==> src/rtl/midori_ctrl_pkg.sv <==
// Shared types and constants for the Midori masked S-box layer controller.
package midori_ctrl_pkg;

  localparam int NIBBLES = 16;
  localparam int SHARES  = 3;
  localparam int RAND_W  = 24;
  localparam int STATE_W = 64;

  typedef enum logic [1:0] {
    IDLE  = 2'd0,
    ISSUE = 2'd1,
    DRAIN = 2'd2,
    DONE  = 2'd3
  } state_e;

  function automatic logic [STATE_W-1:0] put_nibble(input logic [STATE_W-1:0] s,
                                                    input logic [3:0]         idx,
                                                    input logic [3:0]         v);
    logic [STATE_W-1:0] r;
    r = s;
    r[{idx, 2'b00} +: 4] = v;
    return r;
  endfunction

endpackage

==> src/rtl/midori_tag_pipe.sv <==
// Tag delay line {valid, nibble index} matching the external S-box latency.
module midori_tag_pipe #(
  parameter int LATENCY = 4
) (
  input  logic       clk,
  input  logic       rst_i,
  input  logic       in_vld,
  input  logic [3:0] in_idx,
  output logic       out_vld,
  output logic [3:0] out_idx
);

  logic [LATENCY-1:0] vld_p;
  logic [3:0]         idx_p [LATENCY];

  always_ff @(posedge clk) begin
    if (!rst_i) begin
      vld_p <= '0;
      for (int i = 0; i < LATENCY; i++) idx_p[i] <= '0;
    end else begin
      vld_p[0] <= in_vld;
      idx_p[0] <= in_idx;
      for (int i = 1; i < LATENCY; i++) begin
        vld_p[i] <= vld_p[i-1];
        idx_p[i] <= idx_p[i-1];
      end
    end
  end

  assign out_vld = vld_p[LATENCY-1];
  assign out_idx = idx_p[LATENCY-1];

endmodule

==> src/rtl/midori_sbox_layer_ctrl.sv <==
// Feeds 16 share nibbles through an external pipelined masked S-box and reassembles the result.
// Optional MIDORI_IDLE_CLEAR_EN: zero sbox_x*/sbox_r in every cycle without an issue.
module midori_sbox_layer_ctrl
  import midori_ctrl_pkg::*;
#(
  parameter int LATENCY = 4
) (
  input  logic               clk,
  input  logic               rst_i,
  input  logic               in_valid,
  output logic               in_ready,
  input  logic [STATE_W-1:0] in_s1,
  input  logic [STATE_W-1:0] in_s2,
  input  logic [STATE_W-1:0] in_s3,
  input  logic               rand_valid,
  input  logic [RAND_W-1:0]  rand_i,
  output logic [3:0]         sbox_x1,
  output logic [3:0]         sbox_x2,
  output logic [3:0]         sbox_x3,
  output logic [RAND_W-1:0]  sbox_r,
  input  logic [3:0]         sbox_y1,
  input  logic [3:0]         sbox_y2,
  input  logic [3:0]         sbox_y3,
  output logic               out_valid,
  input  logic               out_ready,
  output logic [STATE_W-1:0] out_s1,
  output logic [STATE_W-1:0] out_s2,
  output logic [STATE_W-1:0] out_s3,
  output logic               busy
);

  state_e             state;
  logic [3:0]         issue_cnt;
  logic [4:0]         collect_cnt;
  logic [STATE_W-1:0] share1_q, share2_q, share3_q;
  logic               tag_vld_p0;
  logic [3:0]         tag_idx_p0;
  logic               tag_vld_pl;
  logic [3:0]         tag_idx_pl;
  logic               fire;

  assign fire = (state == ISSUE) && rand_valid;

  // Input shares are plain data: captured on acceptance only, no reset needed.
  always_ff @(posedge clk) begin
    if (state == IDLE && in_valid) begin
      share1_q <= in_s1;
      share2_q <= in_s2;
      share3_q <= in_s3;
    end
  end

  // Stage p0: issue to the S-box, tag launched alongside the registered nibbles.
  always_ff @(posedge clk) begin
    if (!rst_i) begin
      state       <= IDLE;
      issue_cnt   <= '0;
      collect_cnt <= '0;
      in_ready    <= 1'b1;
      busy        <= 1'b0;
      out_valid   <= 1'b0;
      out_s1      <= '0;
      out_s2      <= '0;
      out_s3      <= '0;
      sbox_x1     <= '0;
      sbox_x2     <= '0;
      sbox_x3     <= '0;
      sbox_r      <= '0;
      tag_vld_p0  <= 1'b0;
      tag_idx_p0  <= '0;
    end else begin
      tag_vld_p0 <= fire;
      tag_idx_p0 <= issue_cnt;
      if (fire) begin
        sbox_x1 <= share1_q[{issue_cnt, 2'b00} +: 4];
        sbox_x2 <= share2_q[{issue_cnt, 2'b00} +: 4];
        sbox_x3 <= share3_q[{issue_cnt, 2'b00} +: 4];
        sbox_r  <= rand_i;
      end
`ifdef MIDORI_IDLE_CLEAR_EN
      else begin
        sbox_x1 <= '0;
        sbox_x2 <= '0;
        sbox_x3 <= '0;
        sbox_r  <= '0;
      end
`endif
      // Stage p(L): tag emerges aligned with the S-box result shares.
      if (tag_vld_pl) begin
        out_s1      <= put_nibble(out_s1, tag_idx_pl, sbox_y1);
        out_s2      <= put_nibble(out_s2, tag_idx_pl, sbox_y2);
        out_s3      <= put_nibble(out_s3, tag_idx_pl, sbox_y3);
        collect_cnt <= collect_cnt + 5'd1;
      end
      case (state)
        IDLE: begin
          if (in_valid) begin
            issue_cnt   <= '0;
            collect_cnt <= '0;
            state       <= ISSUE;
            in_ready    <= 1'b0;
            busy        <= 1'b1;
          end
        end
        ISSUE: begin
          if (rand_valid) begin
            issue_cnt <= issue_cnt + 4'd1;
            if (issue_cnt == 4'(NIBBLES - 1)) state <= DRAIN;
          end
        end
        DRAIN: begin
          if (tag_vld_pl && collect_cnt == 5'(NIBBLES - 1)) begin
            state     <= DONE;
            out_valid <= 1'b1;
          end
        end
        DONE: begin
          if (out_ready) begin
            state     <= IDLE;
            out_valid <= 1'b0;
            in_ready  <= 1'b1;
            busy      <= 1'b0;
          end
        end
        default: state <= IDLE;
      endcase
    end
  end

  midori_tag_pipe #(
    .LATENCY (LATENCY)
  ) u_tag_pipe (
    .clk     (clk),
    .rst_i   (rst_i),
    .in_vld  (tag_vld_p0),
    .in_idx  (tag_idx_p0),
    .out_vld (tag_vld_pl),
    .out_idx (tag_idx_pl)
  );

endmodule

==> config.mk <==
export PLATFORM = sky130hd
export DESIGN_NAME = midori_sbox_layer_ctrl
export DESIGN_NICKNAME = d
export VERILOG_FILES = /design/src/rtl/midori_ctrl_pkg.sv /design/src/rtl/midori_tag_pipe.sv /design/src/rtl/midori_sbox_layer_ctrl.sv
export SDC_FILE = /design/constraint.sdc
export NUM_CORES = 1
export LEC_CHECK = 0
export CORE_ASPECT_RATIO = 1.75
export CORE_MARGIN = 3
export CORE_UTILIZATION = 49
export CTS_CLUSTER_DIAMETER = 80
export DETAILED_ROUTE_END_ITERATION = 12
export GPL_TIMING_DRIVEN = 1
export PLACE_DENSITY_LB_ADDON = 0.08
export SLEW_MARGIN = 20
export SYNTH_ARGS = -nofsm -noshare
export SYNTH_HDL_FRONTEND = slang
export SYNTH_SLANG_ARGS = --single-unit
==> constraint.sdc <==
create_clock -name clk -period 6.07 [get_ports clk]
set_input_delay 1.214 -clock clk [delete_from_list [all_inputs] [get_ports clk]]
set_output_delay 1.214 -clock clk [all_outputs]
set_load 0.03 [all_outputs]
* Word-level counts from Yosys, hierarchy flattened *
Memory sizes are Yosys's and may differ from the RTL's.
Index checks and enable logic that the tools add are counted.

operators by class
  shifts and indexed selects = 7
  bitwise logic cells = 4
  $add $sub $neg = 3
  mux-type cells = 29
  equality and inequality tests = 10
  reductions and logical operators = 11

operators with widths
  kind                                                  number
  bitwise mux 64 bit                                    3
  indexed part select 4 x 8 -> 64 bit                   3
  indexed part select 64 x 7 -> 4 bit                   3
  variable shift 4 x 8 -> 64 bit, first input constant  1
  two-way mux 4 bit                                     6
  two-way mux 5 bit                                     3
  two-way mux 2 bit                                     5
  AND reduction 3 bit                                   3
  inequality test 2 bit, second input constant          4
  negation 6 -> 8 bit                                   1
  case mux 2 bit (4 select lines)                       1
  case mux 4 bit (2 select lines)                       1
  two-way mux 1 bit                                     7
  case mux 1 bit (2 select lines)                       3
  nonzero test 2 bit                                    3
  adder 5 x 1 -> 5 bit, second input constant           1
  equality test 5 x 4 -> 1 bit, second input constant   1
  AND reduction 5 bit                                   1
  adder 4 x 1 -> 4 bit, second input constant           1
  equality test 2 bit, second input constant            2
  equality test 4 bit, second input constant            1
  OR 1 bit                                              4
  logical AND 1 bit                                     3
  equality test 2 x 1 -> 1 bit, second input constant   1
  2 further kinds                                       2

word-level totals
  bits in writable memories = 16
  memories = 1
  register bits after elaboration = 443
  logic and storage cells = 84
  input port bits = 233
  output and inout bits = 231

memories
  name              words  bits a word  rd ports  clocked after Yosys merged registers in  wr ports  line                   text
  u_tag_pipe.idx_p  4      4            4         0                                        4         midori_tag_pipe.sv:14  logic [3:0] idx_p [LATENCY];

* Depth between registers and ports, before layout *
  word-level depth = 4
  gate-level depth with buffers = 10
  gate-level depth less buffers = 7

* Modules after synthesis *
Synthesis repeated with hierarchy kept, for this count alone.

second synthesis, totals
  cell total of the unflattened synthesis = 1,604
  area total of the unflattened synthesis = 17,805.8 um2

modules (own cells, without submodules)
  module                  cells each  sequential area each (um2)  area an instance (um2)  times used
  midori_sbox_layer_ctrl  1,562       10,710.3                    17,244.0                1
  midori_tag_pipe         42          400.4                       561.8                   1

* Worst setup path after synthesis *
Ideal clock, no wire load.

  path type = input to register
  start point = in in_valid
  end point = reg share1_q[0], enable pin
  stages on the path = 2
  required time = 5.526 ns
  arrival = 5.017 ns
  setup slack = 0.509 ns
  buffers on the path = 0
  library setup time = 0.544 ns
  cell sequence = nand2_1 -> inv_1

on the way
  longest elaborated chain between the ends = 1

RTL lines
  element               line                          text
  from (decl)           midori_sbox_layer_ctrl.sv:10  input logic in_valid,
  logical AND 1 bit     midori_sbox_layer_ctrl.sv:46  if (state == IDLE && in_valid) begin
  to (signal assigned)  midori_sbox_layer_ctrl.sv:47  share1_q <= in_s1;
  to (decl)             midori_sbox_layer_ctrl.sv:35  logic [STATE_W-1:0] share1_q, share2_q, share3_q;

No other way between the ends.
A chain may end at the register's enable or synchronous reset.

==> out/metrics.csv <==
metric,value,unit
arrival,3.66,ns
synth_xor_area_frac,0.00394,
netSwitchingFraction,0.254,
whs,0.428,ns
viasPerCell,5.71,
grt_pass1_vias,13797,
die_w,150,um
antenna_found_initial,8,
synthDominantCellAreaShare,0.324,
post-route-min-period,3.21,ns
seq_area_frac_synth,0.625,
synthesis.area,17800,sq um
synthArstFlopShare,0,
synth-compound-area-share,0.118,
hold_class,reg2reg,
relSlewSlack,0.247,
rows,91,
ys.flop_type,dfxtp_1,
syn_nets,1847,
min_from,u_tag_pipe.idx_p[1][1]$_SDFF_PN0_,
gp_congestion,0.890,
root_buffer,clkbuf_16,
seqPwrFrac,0.499,
maxCapViolCount,0,
grt_max_degree,113,
synth-simple-area-share,0.130,
die_h,258,um
synth_area_leader_cell,edfxtp_1,
critPathLaunchType,flop,
internal_power,0.00562,W
fin_ws,2.86,ns
crit_family,compound AO/OA/AOI/OAI gates,
ys_ff_latch,459,
max_stage_delay,0.82,ns
drt_first_iter_violations,1075,
synth_edf_count,192,
slew_viol_final,0,
wirelength,56.3,mm
rsz0062_at_grt,no,
crit_type,reg2reg,
netlist_instances,1604,
fin_setup_tns,0,ns
path_buf_inv,2,
status,"finished, final reports clean",
fillers,2784,
drt_first_pass_iters,7,
io_pins,464,
reg2regPathDepth,6,
combPwrFrac,0.138,
synth_fa_ha_area_frac,0.00704,
synth.most_common_cell,dfxtp_1,
grt_pass1_wl,82.4,mm
layout-drive-gt1-share,0.0578,
power_density,314,nW/um^2
grt_use_total,0.279,
cts.path.max_buffers,3,
crit_chain,inv_2 -> ha_1 -> nand3_1 -> buf_4 -> a31oi_2 -> mux2i_1,
max_freq,311,MHz
end_kind,flop,
setup_viol,0,
cts-htree-levels,2,
leakagePower,7.94,nW
cts_tree,built,
numCtsBuffers,41,
crit_required,6.52,ns
synth_top_family_by_area,simple AND/OR/NAND/NOR gates,
hold_end,u_tag_pipe.idx_p[2][1]$_SDFF_PN0_,
drc,0,
wl_per_cell,22.7,um
synthTopCellsByCount,"dfxtp_1, a21oi_1, edfxtp_1",
dp_hpwl,40.2,mm
synth_cell_types,50,
design.core.area,35500,sq um
design_area,24000,sq um
grt.overflow.total,0,
crit_start,u_tag_pipe.idx_p[3][0]$_SDFF_PN0_,
crit_slowest_cell,a31oi_2,
nets,2219,
postCtsSetupBuffers,0,
numPortBuffers,463,
detail-route-antenna-nets,0,
pre_cts_ws,2.41,ns
rrSetupSlack,2.86,ns
clk_pin_slew,0.06,ns
r2r_start,u_tag_pipe.idx_p[3][0]$_SDFF_PN0_,
yosys_warnings,0,
power_switching,0.00192,W
die_area,38700,sq um
timing.rr.end,out_s3[8]$_SDFFE_PN0P_,
layout_worst_path_cycle_share,0.530,
start_util,0.500,
placed_area,22600,sq um
cp_max_fo,37,
via_count,14165,
syn_area_per_cell,11.1,sq um
fin_util,0.676,
worst_pin_slew,1.13,ns
clock-sinks,459,
fin_worst_skew,0.0223,ns
holdBufCountCts,0,
cts_resized,0,
clk-insertion-delay-late,0.54,ns
finalHoldViolations,0,
ir_worst_vdd,270,uV
clkPwrFrac,0.363,
syn_to_final_growth,35.2,%
whs_path_depth,1,
synth_area_leaders,"edfxtp_1, dfxtp_1, mux2i_1",
synth_mux_area_frac,0.0788,
==> how the worst max path moves through the flow <==
stage                                endpoint  slack (ns)  cells past startpoint
finish                 out_s3[8]$_SDFFE_PN0P_        2.86                      6
global route           out_s3[8]$_SDFFE_PN0P_        2.69                      6
CTS                   out_s2[50]$_SDFFE_PN0P_        2.80                      5
detailed placement  issue_cnt[2]$_SDFFE_PN0P_        2.41                      5
global placement    issue_cnt[2]$_SDFFE_PN0P_        2.51                      5
floorplan               share1_q[0]$_DFFE_PP_        0.51                      2
==> state kept, by name (all words and copies together) (netlist names), 5 cells and up <==
name,cells
sbox_r,24
share1_q,64
collect_cnt,5
u_tag_pipe.idx_p,16
share2_q,64
out_s3,64
share3_q,64
out_s1,64
out_s2,64
==> per-stage QoR <==
stage	total power, W	cells
after global placement	0.00484	2397
after global routing	0.00780	2478
after floorplan	0.00442	1604
after CTS	0.00759	2472
final	0.00754	2479
after detailed placement	0.00487	2397
==> area by class of cell <==
type	instances	area, sq um	area share
sequential	459	11100	0.463
tap	465	582	0.0242
inverter	8	40.0	0.00167
antenna	6	15.0	0.000625
multi-input combinational	986	6060	0.252
timing repair buffer	480	4770	0.199
clock buffer	60	1270	0.0530
clock inverter	15	169	0.00703
==> per-layer routing <==
layer / GRT usage / vias up / wire [um]
met1: 0.289 / 6714 / 18300
met2: 0.508 / 711 / 29700
met4: 0.161 / 0 / 3680
li1: - / 6574 / -
met3: 0.0625 / 166 / 4610
met5: 0 / - / 0
==> cell families after synthesis <==
logic type,count (synthesis)
and+or+nand+nor,472
DFF,459
AOI/OAI and AO/OA,360
buffers and inverters,159
muxes,136
adders and majority gates,10
xor gates and xnor gates,8
==> placed cells by master (no fill, tap or decap), drive strengths merged, types with 21 or more instances in the layout <==
cell	netlist	routed
clkdlybuf4s50	0	462
dfxtp	267	267
a21oi	197	197
edfxtp	192	192
nand2	171	171
mux2i	131	131
nand3	102	102
nand4	67	67
o31ai	61	61
clkbuf	111	60
o21ai	55	55
nor2	43	43
and2	34	34
a22oi	33	33
and3	21	21
==> power by group through the flow <==
stage	Clock [W]	Sequential [W]	Combinational (W)
after global routing	0.00290	0.00379	0.00111
after global placement	0	0.00381	0.00103
after CTS	0.00278	0.00376	0.00105
final	0.00274	0.00376	0.00104
after detailed placement	0	0.00382	0.00105
after floorplan	0	0.00392	0.000500
Power figures use the tool's default switching activity.
